[src/rtl/spi_vga_pkg.sv]
// Shared definitions for the SPI-to-VRAM frame path: decoder state encodings and frame constants.
// FRAME_CHECKSUM_EN adds the trailing checksum state.
package spi_vga_pkg;

    localparam logic [7:0] SYNC_BYTE_DEFAULT = 8'hA5;
    localparam int         HDR_LEN           = 3;

    // Header states occupy encodings 1..HDR_LEN so the payload state follows directly after them.
    typedef enum logic [2:0] {
        ST_IDLE    = 3'd0,
        ST_HDR_HI  = 3'd1,
        ST_HDR_LO  = 3'd2,
        ST_HDR_LEN = 3'(HDR_LEN),
        ST_DATA    = 3'(HDR_LEN + 1)
`ifdef FRAME_CHECKSUM_EN
        ,
        ST_CHK     = 3'(HDR_LEN + 2)
`endif
    } dec_state_t;

endpackage

[src/rtl/spi_frame_decoder_byte_timeout.sv]
// Inter-byte watchdog: counts enabled cycles since the last clear and flags expiry
// once TIMEOUT_CYCLES-1 cycles have elapsed.
module byte_timeout #(
    parameter int TIMEOUT_CYCLES = 50000
) (
    input  logic clk,
    input  logic rst,
    input  logic clear,
    input  logic enable,
    output logic expired
);

    localparam int                CNT_W = (TIMEOUT_CYCLES > 1) ? $clog2(TIMEOUT_CYCLES) : 1;
    localparam logic [CNT_W-1:0] LIMIT = CNT_W'(TIMEOUT_CYCLES - 1);

    logic [CNT_W-1:0] cnt;

    assign expired = enable && (cnt == LIMIT);

    // Saturates at the limit so a stalled consumer never sees the count wrap back to zero.
    always_ff @(posedge clk) begin
        if (rst) begin
            cnt <= '0;
        end else if (clear) begin
            cnt <= '0;
        end else if (enable && !expired) begin
            cnt <= cnt + CNT_W'(1);
        end
    end

endmodule

[src/rtl/spi_frame_decoder.sv]
// Turns the SPI slave byte stream into addressed VRAM write bursts with resync and inter-byte timeout.
// Optional trailing XOR checksum is enabled by defining FRAME_CHECKSUM_EN.
//
// state      | meaning
// ST_IDLE    | hunting for SYNC_BYTE, other bytes dropped
// ST_HDR_HI  | next byte supplies address bits [ADDR_WIDTH-1:8]
// ST_HDR_LO  | next byte supplies address bits [7:0]
// ST_HDR_LEN | next byte supplies payload length (0 = 256)
// ST_DATA    | each byte becomes one VRAM write
// ST_CHK     | next byte is compared against the running XOR
module spi_frame_decoder
    import spi_vga_pkg::*;
#(
    parameter int          ADDR_WIDTH     = 11,
    parameter logic [7:0]  SYNC_BYTE      = SYNC_BYTE_DEFAULT,
    parameter int          TIMEOUT_CYCLES = 50000
) (
    input  logic                  clk,
    input  logic                  rst,
    input  logic [7:0]            rx_data,
    input  logic                  rx_valid,
    output logic                  wr_en,
    output logic [ADDR_WIDTH-1:0] wr_addr,
    output logic [7:0]            wr_data,
    output logic                  busy,
    output logic                  frame_done,
    output logic                  frame_err
);

    dec_state_t            state;
    logic [ADDR_WIDTH-1:0] ptr;
    logic [8:0]            remaining;
    logic                  tmo_expired;
`ifdef FRAME_CHECKSUM_EN
    logic [7:0]            chk_acc;
`endif

    assign busy = (state != ST_IDLE);

    // Clearing while idle keeps the count at zero so every frame starts with a full window.
    byte_timeout #(
        .TIMEOUT_CYCLES(TIMEOUT_CYCLES)
    ) u_timeout (
        .clk    (clk),
        .rst    (rst),
        .clear  (rx_valid || !busy),
        .enable (busy),
        .expired(tmo_expired)
    );

    always_ff @(posedge clk) begin
        if (rst) begin
            state      <= ST_IDLE;
            ptr        <= '0;
            remaining  <= '0;
            wr_en      <= 1'b0;
            wr_addr    <= '0;
            wr_data    <= '0;
            frame_done <= 1'b0;
            frame_err  <= 1'b0;
`ifdef FRAME_CHECKSUM_EN
            chk_acc    <= '0;
`endif
        end else begin
            wr_en      <= 1'b0;
            frame_done <= 1'b0;
            frame_err  <= 1'b0;
            // A byte arriving in the expiry cycle takes priority over the timeout.
            if (rx_valid) begin
                case (state)
                    ST_IDLE: begin
                        if (rx_data == SYNC_BYTE) begin
                            state <= ST_HDR_HI;
                        end
                    end
                    ST_HDR_HI: begin
                        ptr[ADDR_WIDTH-1:8] <= rx_data[ADDR_WIDTH-9:0];
`ifdef FRAME_CHECKSUM_EN
                        chk_acc <= rx_data;
`endif
                        state <= ST_HDR_LO;
                    end
                    ST_HDR_LO: begin
                        ptr[7:0] <= rx_data;
`ifdef FRAME_CHECKSUM_EN
                        chk_acc <= chk_acc ^ rx_data;
`endif
                        state <= ST_HDR_LEN;
                    end
                    ST_HDR_LEN: begin
                        remaining <= (rx_data == 8'd0) ? 9'd256 : {1'b0, rx_data};
`ifdef FRAME_CHECKSUM_EN
                        chk_acc <= chk_acc ^ rx_data;
`endif
                        state <= ST_DATA;
                    end
                    ST_DATA: begin
                        wr_en     <= 1'b1;
                        wr_addr   <= ptr;
                        wr_data   <= rx_data;
                        ptr       <= ptr + ADDR_WIDTH'(1);
                        remaining <= remaining - 9'd1;
`ifdef FRAME_CHECKSUM_EN
                        chk_acc <= chk_acc ^ rx_data;
                        if (remaining == 9'd1) begin
                            state <= ST_CHK;
                        end
`else
                        if (remaining == 9'd1) begin
                            state      <= ST_IDLE;
                            frame_done <= 1'b1;
                        end
`endif
                    end
`ifdef FRAME_CHECKSUM_EN
                    ST_CHK: begin
                        state <= ST_IDLE;
                        if (rx_data == chk_acc) begin
                            frame_done <= 1'b1;
                        end else begin
                            frame_err <= 1'b1;
                        end
                    end
`endif
                    default: begin
                        state <= ST_IDLE;
                    end
                endcase
            end else if (tmo_expired) begin
                state     <= ST_IDLE;
                frame_err <= 1'b1;
            end
        end
    end

endmodule
[config.mk]
export PLATFORM = sky130hd
export DESIGN_NAME = spi_frame_decoder
export DESIGN_NICKNAME = d
export VERILOG_FILES = /design/src/rtl/spi_vga_pkg.sv /design/src/rtl/spi_frame_decoder_byte_timeout.sv /design/src/rtl/spi_frame_decoder.sv
export SDC_FILE = /design/constraint.sdc
export NUM_CORES = 1
export LEC_CHECK = 0
export CAP_MARGIN = 20
export CORE_ASPECT_RATIO = 0.7
export CORE_MARGIN = 1
export CORE_UTILIZATION = 35
export DETAILED_ROUTE_END_ITERATION = 16
export PLACE_DENSITY_LB_ADDON = 0.15
export SLEW_MARGIN = 20
export SYNTH_ARGS = -nofsm -noshare
export SYNTH_HDL_FRONTEND = slang
export SYNTH_SLANG_ARGS = --single-unit
export TNS_END_PERCENT = 30
[constraint.sdc]
create_clock -name clk -period 1.8 [get_ports clk]
set_input_delay 0.36 -clock clk [delete_from_list [all_inputs] [get_ports clk]]
set_output_delay 0.36 -clock clk [all_outputs]
set_load 0.03 [all_outputs]
==> run metrics <==
TritonRoute pass-1 iters=4; Chip Height=just under 80 um; post-route ant nets=0; critical path startpoint=u_timeout.cnt[0]; final slew viol count=0; crit path DAT=around 2 ns; cells on worst reg2reg path=5; CORE AREA=about 8000 um^2; Worst IR Drop VDD=~0.00052 V; Final period util=0.9787; MaxCap Viol Count=0; Worst Hold Depth=2; status=completed; FF-to-FF Start=u_timeout.cnt[0]; final cell count without fillers=roughly 560; final hold slack=about 0.45 ns; Post-Syn Area per Cell=7.945 um^2; die area=~8900 um^2; Ys Warns=0; top cells by count, synth=dfxtp_1, nand2_1, a21oi_1; top cells by area, synth=dfxtp_1, nand2_1, a21oi_1; top-count cell post-synth=dfxtp_1; Hold Path Sink=wr_addr[5]; final setup vio count=0; grt ovf=0; CP Capture Type=flip-flop; clock slew at reported path FFs=around 0.060 ns; Ant. Diodes=0; # DRC=0; P_leak=between 1 and 1.5 nW; Vias/cell=about 5.3; Die Span X=around 110 um; final WL=around 8.5 mm; power per cell area=between 700 and 800 nW/um^2; Root Buffer=clkbuf_16; clock buffer depth=2; placed cells=538; # port buffers=33; sequential-to-total area share from yosys stat=0.4077; Async SR Flop Fraction=0; I/O pin total=34; Worst Setup Start Kind=flip-flop; crit-path max FO=6; first-pass GRT wire length=around 14 mm; clk sinks=a little over 60; Starting DRT DRC Count=approximately 210; Worst slew margin=0.6580; Finished Core Util=0.5055; Seq cells post-synth=61; synthesized area=2995 um^2; Crit Path Category=reg -> reg; GRT Total Usage=0.2075; Placer Congestion=0.8493; area grow syn2layout=36.26%; Post-synth EDFFs=0; Synth top area share=0.4077; ys flop type=dfxtp_1; HP Start=wr_addr[5]; worst slew pin tran=roughly 0.51 ns; count of cell types in the netlist=56; Num CTS Buffers=9; vias=2,952; Synthesized Nets=392; pin count of the biggest net entering global routing=26; RSZ-0062 raised after global routing=yes; H-tree Lvls=3; WL/cell=about 15 um; initial antenna violation count=0; worst reg2reg endpoint=u_timeout.cnt[10]; Clk Latency, worst-skew pair=around 0.34 ns; dominant cell type by area after synthesis=dfxtp_1; vias in the first global route=~2,800; Rows=27; Hold Crit Class=reg -> reg; Max Fclk=roughly 570 MHz; Tmin final=between 1.5 and 2 ns; clk_skew=~0.0080 ns; WP data required=around 2 ns; share of cells above drive strength 1=0.1916; Final #Nets=about 460; Initial Util=0.3710; final hold violations=0; TritonCTS clock tree=done; filler instances=roughly 800; cells after synthesis=377; R2R setup slack=roughly 0.038 ns; post-DP HPWL=approximately 6.0 mm
[metal layers]
metal  GRT usage  up-vias  part of all wire
li1            -     1499                 -
met4     0.05600        0             0.012
met2      0.2901       41              0.41
met3     0.06378        7             0.032
met1      0.3029     1405              0.55
met5           0        -                 0
[cell type report]
class / count / area (um^2) / share of cell area
clock buffers: 12 / 246.5 / 0.06039
clock inverters: 4 / 47.55 / 0.01165
inverters: 10 / 37.54 / 0.009197
multi-input cells: 282 / 1679 / 0.4114
flip-flops and latches: 61 / 1225 / 0.3001
well taps: 101 / 126.4 / 0.03096
repair buffers: 85 / 719.4 / 0.1763
[worst max path at each step]
stage / end
finish: u_timeout.cnt[10]
global placement: state[0]
global route: u_timeout.cnt[13]
CTS: u_timeout.cnt[11]
floorplan: ptr[10]
detailed placement: state[0]
[cell families (layout without fill, tap and decap cells)]
logic type,after synthesis,count (layout),synth area share
buffers and inverters,34,111,0.04803
adder cells (fa/ha/maj),4,4,0.01671
flip-flops,61,61,0.4077
XOR/XNOR,8,8,0.02339
AO/OA/AOI/OAI,93,93,0.1796
multiplexers,4,4,0.01587
AND/OR/NAND/NOR,173,173,0.3087
[placed cells by master (no fill, tap or decap), types with 7 or more instances in the layout]
master	instances
nor2_1	25
a21oi_1	43
inv_1	10
nand2_1	60
nor3_1	10
nand4_1	8
or3_1	7
nand3_1	10
dfxtp_1	58
clkdlybuf4s50_1	32
nor4_1	7
o21ai_0	27
clkbuf_16	9
buf_4	51
[stage by stage]
step                setup TNS, ns  setup WS [ns]  power (mW)  area (um^2)
floorplan                       0        0.01588       1.416         2995
detailed placement         -7.199        -0.3815       1.483         3729
global placement           -6.996        -0.3823       1.482         3729
CTS                             0      0.0005966       3.213         4048
global route              -0.1081       -0.03024       3.284         4081
finish                          0        0.03843       3.176         4081
[critical path, cell delays in order, from the launching register on]
cell and delay (ns):
dfxtp_1 0.33, ha_1 0.17, and3_1 0.19, or4b_4 0.51, or3_1 0.32, a21oi_1 0.16
[state kept, by name (all words and copies together) (netlist names), 3 cells and up]
name / cells
ptr: 11
remaining: 9
state: 3
u_timeout.cnt: 16
wr_addr: 11
wr_data: 8
[where the power goes]
| group | internal, mW | switching [mW] |
|---|---|---|
| sequential | 1.35 | 0.000580 |
| combinational | 0.0490 | 0.0582 |
| clock | 1.10 | 0.613 |
[timing repair]
action | in CTS | in global routing
endpoints found under the setup margin | 3 | 21
hold buffers | 0 | 0
pin swaps | 1 | 1
setup buffers | 1 | 0
resized for setup | 6 | 10
hold endpoints to repair | 0 | 0
Power figures use the tool's default switching activity.
